<file path="config.mk">
export PLATFORM = sky130hd
export DESIGN_NAME = pal_timing_detect
export DESIGN_NICKNAME = d
export VERILOG_FILES = /design/src/rtl/pal_timing_detect.sv
export SDC_FILE = /design/constraint.sdc
export NUM_CORES = 1
export LEC_CHECK = 0
export ABC_AREA = 1
export ABC_CLOCK_PERIOD_IN_PS = 3200
export CORE_MARGIN = 10
export CORE_UTILIZATION = 65
export DETAILED_ROUTE_END_ITERATION = 12
export DONT_BUFFER_PORTS = 1
export PLACE_DENSITY = 0.81
export SYNTH_ARGS = -nofsm -noshare
export SYNTH_HDL_FRONTEND = slang
export SYNTH_SLANG_ARGS = --single-unit
</file>
<file path="constraint.sdc">
create_clock -name clk -period 3.2 [get_ports clk]
set_input_delay 0.64 -clock clk [delete_from_list [all_inputs] [get_ports clk]]
set_output_delay 0.64 -clock clk [all_outputs]
set_load 0.02 [all_outputs]
</file>
<file path="src/rtl/pal_timing_detect.sv">
// Native PAL timing detector: measures line period, lines per frame and the first
// active pixel/line, then publishes upscaler offsets once the timing is stable.
module pal_timing_detect #(
  parameter int unsigned BLACK_THRESH    = 8,
  parameter int unsigned HOFF_SHIFT      = 2,
  parameter int unsigned STABLE_FRAMES   = 4,
  parameter int unsigned PERIOD_TOL      = 2,
  parameter int unsigned MIN_LINES       = 200,
  parameter int unsigned MAX_LINE_PERIOD = 8191
) (
  input  logic        clk,
  input  logic        reset,
  input  logic        i_pal_hsync,
  input  logic        i_pal_vsync,
  input  logic [7:0]  i_pal_r,
  input  logic [7:0]  i_pal_g,
  input  logic [7:0]  i_pal_b,
  output logic [12:0] o_line_period,
  output logic [10:0] o_lines,
  output logic [7:0]  o_hoffset,
  output logic [7:0]  o_voffset,
  output logic        o_valid,
  output logic        o_changed
);

  typedef enum logic [1:0] {S_IDLE, S_MEASURE, S_LOCKED} state_e;

  localparam logic [7:0]  THRESH    = 8'(BLACK_THRESH);
  localparam logic [12:0] PIX_LIMIT = 13'(MAX_LINE_PERIOD);
  localparam logic [12:0] TOL       = 13'(PERIOD_TOL);
  localparam logic [10:0] LINE_MIN  = 11'(MIN_LINES);
  localparam logic [3:0]  LOCK_AT   = 4'(STABLE_FRAMES - 2);
  localparam logic [12:0] PIX_NONE  = 13'h1FFF;
  localparam logic [10:0] LINE_NONE = 11'h7FF;

  state_e      state_q, state_d;
  logic        hsPrev_q, vsPrev_q;
  logic [12:0] pixCnt_q, pixCnt_d, lastPeriod_q, lastPeriod_d;
  logic [12:0] frmMinPix_q, frmMinPix_d, candPeriod_q, candPeriod_d;
  logic [10:0] lineCnt_q, lineCnt_d, frmFirstLine_q, frmFirstLine_d;
  logic [10:0] candLines_q, candLines_d;
  logic [3:0]  stableCnt_q, stableCnt_d;
  logic [12:0] period_q, period_d;
  logic [10:0] lines_q, lines_d;
  logic [7:0]  hoff_q, hoff_d, voff_q, voff_d;
  logic        valid_q, valid_d, changed_q, changed_d;

  logic        lineStart, frameStart, pixActive, timeout, match, blackFrame;
  logic        loadAll, loadOffsets;
  logic [12:0] periodDiff, minShifted;
  logic [7:0]  hoffNew, voffNew;

  assign lineStart  = i_pal_hsync & ~hsPrev_q;
  assign frameStart = ~i_pal_vsync & vsPrev_q;
  assign pixActive  = (i_pal_r > THRESH) | (i_pal_g > THRESH) | (i_pal_b > THRESH);
  assign timeout    = (pixCnt_q >= PIX_LIMIT) | (lineCnt_q == LINE_NONE);
  assign periodDiff = (lastPeriod_q >= candPeriod_q) ? lastPeriod_q - candPeriod_q
                                                     : candPeriod_q - lastPeriod_q;
  assign match      = (lineCnt_q == candLines_q) && (periodDiff <= TOL) && (lineCnt_q >= LINE_MIN);
  assign blackFrame = (frmFirstLine_q == LINE_NONE);
  assign minShifted = frmMinPix_q >> HOFF_SHIFT;
  assign hoffNew    = (minShifted > 13'd255) ? 8'hFF : minShifted[7:0];
  assign voffNew    = (frmFirstLine_q > 11'd255) ? 8'hFF : frmFirstLine_q[7:0];

  // A frame start wins over a coincident line start: no line is counted or sampled.
  always_comb begin
    pixCnt_d       = pixCnt_q;
    lineCnt_d      = lineCnt_q;
    lastPeriod_d   = lastPeriod_q;
    frmMinPix_d    = frmMinPix_q;
    frmFirstLine_d = frmFirstLine_q;
    if (frameStart) begin
      pixCnt_d       = '0;
      lineCnt_d      = '0;
      frmMinPix_d    = PIX_NONE;
      frmFirstLine_d = LINE_NONE;
    end else begin
      if (lineStart) begin
        pixCnt_d     = '0;
        lineCnt_d    = (lineCnt_q == LINE_NONE) ? lineCnt_q : lineCnt_q + 11'd1;
        lastPeriod_d = pixCnt_q + 13'd1;
      end else if (pixCnt_q != PIX_NONE) begin
        pixCnt_d = pixCnt_q + 13'd1;
      end
      if (pixActive && !lineStart) begin
        if (pixCnt_q < frmMinPix_q) frmMinPix_d = pixCnt_q;
        if (frmFirstLine_q == LINE_NONE) frmFirstLine_d = lineCnt_q;
      end
    end
    if (timeout) begin
      pixCnt_d       = '0;
      lineCnt_d      = '0;
      lastPeriod_d   = '0;
      frmMinPix_d    = PIX_NONE;
      frmFirstLine_d = LINE_NONE;
    end
  end

  always_comb begin
    state_d      = state_q;
    stableCnt_d  = stableCnt_q;
    candLines_d  = candLines_q;
    candPeriod_d = candPeriod_q;
    valid_d      = valid_q;
    lines_d      = lines_q;
    period_d     = period_q;
    hoff_d       = hoff_q;
    voff_d       = voff_q;
    changed_d    = 1'b0;
    loadAll      = 1'b0;
    loadOffsets  = 1'b0;
    case (state_q)
      S_IDLE: begin
        if (frameStart) begin
          state_d      = S_MEASURE;
          stableCnt_d  = '0;
          candLines_d  = '0;
          candPeriod_d = '0;
        end
      end
      S_MEASURE: begin
        if (frameStart) begin
          candLines_d  = lineCnt_q;
          candPeriod_d = lastPeriod_q;
          if (match) begin
            stableCnt_d = stableCnt_q + 4'd1;
            if (stableCnt_q == LOCK_AT) begin
              state_d = S_LOCKED;
              loadAll = 1'b1;
            end
          end else begin
            stableCnt_d = '0;
          end
        end
      end
      S_LOCKED: begin
        if (frameStart) begin
          candLines_d  = lineCnt_q;
          candPeriod_d = lastPeriod_q;
          if (match) begin
            loadOffsets = 1'b1;
          end else begin
            state_d     = S_MEASURE;
            stableCnt_d = '0;
            valid_d     = 1'b0;
          end
        end
      end
      default: state_d = S_IDLE;
    endcase
    if (timeout) begin
      state_d     = S_IDLE;
      stableCnt_d = '0;
      valid_d     = 1'b0;
      loadAll     = 1'b0;
      loadOffsets = 1'b0;
    end
    if (loadAll) begin
      lines_d  = lineCnt_q;
      period_d = lastPeriod_q;
      valid_d  = 1'b1;
    end
    // An all-black frame still counts for timing but keeps the previous offsets.
    if ((loadAll || loadOffsets) && !blackFrame) begin
      hoff_d = hoffNew;
      voff_d = voffNew;
    end
    changed_d = (loadAll || loadOffsets) &&
                ({lines_d, period_d, hoff_d, voff_d, valid_d} != {lines_q, period_q, hoff_q, voff_q, valid_q});
  end

  always_ff @(posedge clk) begin
    hsPrev_q <= i_pal_hsync;
    vsPrev_q <= i_pal_vsync;
    if (!reset) begin
      state_q        <= S_IDLE;
      pixCnt_q       <= '0;
      lineCnt_q      <= '0;
      lastPeriod_q   <= '0;
      frmMinPix_q    <= PIX_NONE;
      frmFirstLine_q <= LINE_NONE;
      candLines_q    <= '0;
      candPeriod_q   <= '0;
      stableCnt_q    <= '0;
      lines_q        <= '0;
      period_q       <= '0;
      hoff_q         <= '0;
      voff_q         <= '0;
      valid_q        <= 1'b0;
      changed_q      <= 1'b0;
    end else begin
      state_q        <= state_d;
      pixCnt_q       <= pixCnt_d;
      lineCnt_q      <= lineCnt_d;
      lastPeriod_q   <= lastPeriod_d;
      frmMinPix_q    <= frmMinPix_d;
      frmFirstLine_q <= frmFirstLine_d;
      candLines_q    <= candLines_d;
      candPeriod_q   <= candPeriod_d;
      stableCnt_q    <= stableCnt_d;
      lines_q        <= lines_d;
      period_q       <= period_d;
      hoff_q         <= hoff_d;
      voff_q         <= voff_d;
      valid_q        <= valid_d;
      changed_q      <= changed_d;
    end
  end

  assign o_line_period = period_q;
  assign o_lines       = lines_q;
  assign o_hoffset     = hoff_q;
  assign o_voffset     = voff_q;
  assign o_valid       = valid_q;
  assign o_changed     = changed_q;

endmodule
</file>
==> impl_metrics.sql <==
INSERT INTO impl_metrics (metric_group, metric, value, unit) VALUES
('final_layout', 'flow.area_growth_from_synthesis', '22.1', '%'),
('timing', 'number_of_slew_limit_violations_in_the_final_report', '0', ''),
('logic_synthesis', 'ys.flop_type', 'sky130_fd_sc_hd__dfxtp_1', ''),
('grt', 'grt_antenna_before_repair', '0', ''),
('floorplan', 'die_w', '136', 'um'),
('timing', 'setup-violations-final', '6', ''),
('timing', 'fmaxAchievable', '288', 'MHz'),
('cts', 'hold_bufs_at_cts', '0', ''),
('timing', 'finalWorstPathRequiredPeriod', '3.47', 'ns'),
('floorplan', 'io_pins', '70', ''),
('place', 'detailed_place.area', '0.00963', 'sq mm'),
('power_and_ir_drop', 'ir_drop', '0.640', 'mV'),
('final_layout', 'fill_cells', '878', ''),
('floorplan', 'core_area', '0.0132', 'sq mm'),
('final_layout', 'diodes', '0', ''),
('place', 'place.port_buffers', '0', ''),
('logic_synthesis', 'asyncSetResetFlopFracSynth', '0', '%'),
('critical_path', 'critical_path_required', '3.57', 'ns'),
('cts', 'insertion_delay_to_the_later_sink_of_the_worst_skew_pair', '0.43', 'ns'),
('logic_synthesis', 'syn-cell-area', '0.00882', 'sq mm'),
('detailed_routing', 'remaining_design_rule_violation_count', '0', ''),
('flow_run', 'max-cap-violations', '0', ''),
('grt', 'grt_start_max_net_pins', '51', ''),
('timing', 'hold-worst-slack', '0.226', 'ns'),
('logic_synthesis', 'synthesis.nets', '1447', ''),
('logic_synthesis', 'synth.avg_cell_area', '6.43', 'sq um'),
('final_layout', 'final_common_cell', 'sky130_fd_sc_hd__nand2_1', ''),
('floorplan', 'die_area', '0.0186', 'sq mm'),
('place', 'hpwl_after_dpl', '19600', 'um'),
('grt', 'grt-ovfl-total', '0', ''),
('outcome', 'status', 'finished with violations', ''),
('cts', 'clk_pin_slew_worst_paths', '0.06', 'ns'),
('logic_synthesis', 'synth.ff_latch_count', '135', ''),
('critical_path', 'startpoint_type', 'flop', ''),
('place', 'globalplace.congestion', '0.971', ''),
('timing', 'layout_worst_path_cycle_share', '109', '%'),
('critical_path', 'worst-setup-path-type', 'reg -> reg', ''),
('timing', 'hold_violations', '0', ''),
('timing', 'rsz0062_at_grt', 'true', ''),
('logic_synthesis', 'ys_warn_count', '0', ''),
('cts', 'clkSinkCount', '135', ''),
('final_layout', 'layout-drive-gt1-share', '17.7', '%'),
('logic_synthesis', 'yosysSeqAreaShare', '30.6', '%'),
('final_layout', 'final-instance-count-excl-fill', '1654', ''),
('detailed_routing', 'drt_wl_total', '28400', 'um'),
('detailed_routing', 'detailed_route_via_count', '9487', ''),
('cts', 'cts-htree-levels', '4', ''),
('cts', 'cts_made_buffers', '17', ''),
('cts', 'tritoncts_clock_tree', 'built', ''),
('detailed_routing', 'route.detailed.wl_per_inst', '17.2', 'um'),
('logic_synthesis', 'post_synth_main_area_contributors', 'sky130_fd_sc_hd__dfxtp_1 31%, sky130_fd_sc_hd__nand2_1 14%, sky130_fd_sc_hd__inv_1 11%', ''),
('timing', 'final_critical_path_setup_slack', '-0.274', 'ns'),
('final_layout', 'layout.cells.most_common_list', '310 x sky130_fd_sc_hd__nand2_1, 240 x sky130_fd_sc_hd__inv_1, 155 x sky130_fd_sc_hd__nor2_1', ''),
('critical_path', 'max_stage_delay', '0.43', 'ns'),
('timing', 'timing.clock.skew', '0.00654', 'ns'),
('timing', 'max_slew.worst_pin.slew', '1.00', 'ns'),
('grt', 'first_global_vias', '8662', ''),
('final_layout', 'footprint_of_the_multi_input_gates', '0.00531', 'sq mm'),
('logic_synthesis', 'synth_edf_count', '0', ''),
('detailed_routing', 'drt_pre_antenna_iters', '6', ''),
('min_path', 'worst_hold_path_type', 'in -> reg', ''),
('timing', 'summed_negative_setup_slack_over_all_endpoints', '-0.449', 'ns'),
('power_and_ir_drop', 'power', '5.32', 'mW'),
('cts', 'cts_buffer_depth', '2', ''),
('power_and_ir_drop', 'cellLeakagePower', '4.99', 'nW'),
('grt', 'gr-usage-all-layers', '29.2', '%'),
('floorplan', 'die_h', '136', 'um'),
('final_layout', 'final_util', '81.4', '%'),
('critical_path', 'cpMaxStageDelayCell', 'sky130_fd_sc_hd__fa_2', ''),
('grt', 'grt_first_pass_wirelength', '43900', 'um'),
('outcome', 'failed_checks', 'negative setup slack', '');
## worst paths after layout
| check | startpoint | endpoint | slack [ns] | depth (start not counted) |
|---|---|---|---|---|
| max | lastPeriod_q[0]$_SDFFE_PP0P_ | o_changed$_SDFF_PN0_ | -0.27 | 26 |
| min | i_pal_hsync | hsPrev_q$_DFF_P_ | 0.23 | 0 |
| max reg2reg | lastPeriod_q[0]$_SDFFE_PP0P_ | o_changed$_SDFF_PN0_ | -0.27 | 26 |
| min reg2reg | lastPeriod_q[0]$_SDFFE_PP0P_ | lastPeriod_q[0]$_SDFFE_PP0P_ | 0.49 | 2 |
## critical path, delay by kind of cell, from the launching register on
| family | cells | cell delay (ns) |
|---|---|---|
| DFF | 1 | 0.33 |
| buffers and inverters | 5 | 0.53 |
| AOI/OAI and AO/OA | 2 | 0.24 |
| adders and majority gates | 2 | 0.56 |
| and+or+nand+nor | 17 | 1.71 |
## repair_timing
action                     in CTS  in global routing
setup endpoints to repair       2                 27
gates cloned                    3                  0
pin swaps                       5                 21
gates resized for setup        31                 60
setup buffers                   1                  9
## cell usage after synthesis, types with 5 or more instances
master,n
sky130_fd_sc_hd__a211oi_1,15
sky130_fd_sc_hd__a21oi_1,66
sky130_fd_sc_hd__and3_1,5
sky130_fd_sc_hd__buf_2,5
sky130_fd_sc_hd__buf_4,6
sky130_fd_sc_hd__clkbuf_1,25
sky130_fd_sc_hd__dfxtp_1,135
sky130_fd_sc_hd__ha_1,45
sky130_fd_sc_hd__inv_1,247
sky130_fd_sc_hd__nand2_1,322
sky130_fd_sc_hd__nand2_2,9
sky130_fd_sc_hd__nand3_1,93
sky130_fd_sc_hd__nand4_1,47
sky130_fd_sc_hd__nor2_1,171
sky130_fd_sc_hd__nor2_2,6
sky130_fd_sc_hd__nor2_4,12
sky130_fd_sc_hd__nor3_1,7
sky130_fd_sc_hd__nor4_1,8
sky130_fd_sc_hd__o211ai_1,12
sky130_fd_sc_hd__o21a_1,13
sky130_fd_sc_hd__o21ai_0,29
sky130_fd_sc_hd__o21ai_1,9
sky130_fd_sc_hd__o22ai_1,23
sky130_fd_sc_hd__xnor2_1,6
sky130_fd_sc_hd__xor2_1,14
## routing by layer
layer	GRT usage [%]	routed length (um)	share of wire, %
met4	8.76	808	2.8
met5	0	0	0
met1	38.1	11800	42
met2	46.2	12900	45
met3	7.73	2870	10
## layout make-up
| cell class | instances | area share [%] |
|---|---|---|
| Inverter | 250 | 8.71 |
| Clock inverter | 15 | 1.88 |
| Tap cell | 176 | 2.04 |
| Sequential cell | 135 | 25.1 |
| Multi-Input combinational cell | 944 | 49.3 |
| Timing Repair Buffer | 117 | 8.99 |
| Clock buffer | 17 | 3.95 |
## cell families after synthesis
| group | after synthesis | share of synthesized area (%) |
|---|---|---|
| AND/OR/NAND/NOR | 697 | 35.3 |
| buffers and inverters | 294 | 13.2 |
| AO/OA/AOI/OAI | 179 | 12.0 |
| flip-flops | 135 | 30.6 |
| adder cells (fa/ha/maj) | 47 | 6.84 |
| XOR/XNOR | 20 | 1.99 |
## power by group
part	switching, mW	internal [mW]	total, mW
clock network	0.803	1.31	2.11
logic	0.910	0.409	1.32
registers	0.0910	1.80	1.89
total	1.80	3.52	5.32
## state kept, by name, indices dropped and copies added, names as in the netlist, 2 cells and up
name            cells
candLines_q        11
candPeriod_q       13
frmFirstLine_q     11
frmMinPix_q        13
lastPeriod_q       13
lineCnt_q          11
o_hoffset           8
o_line_period      13
o_lines            11
o_voffset           8
pixCnt_q           13
stableCnt_q         4
state_q             2
No activity file was read; power rests on OpenSTA's default activity.
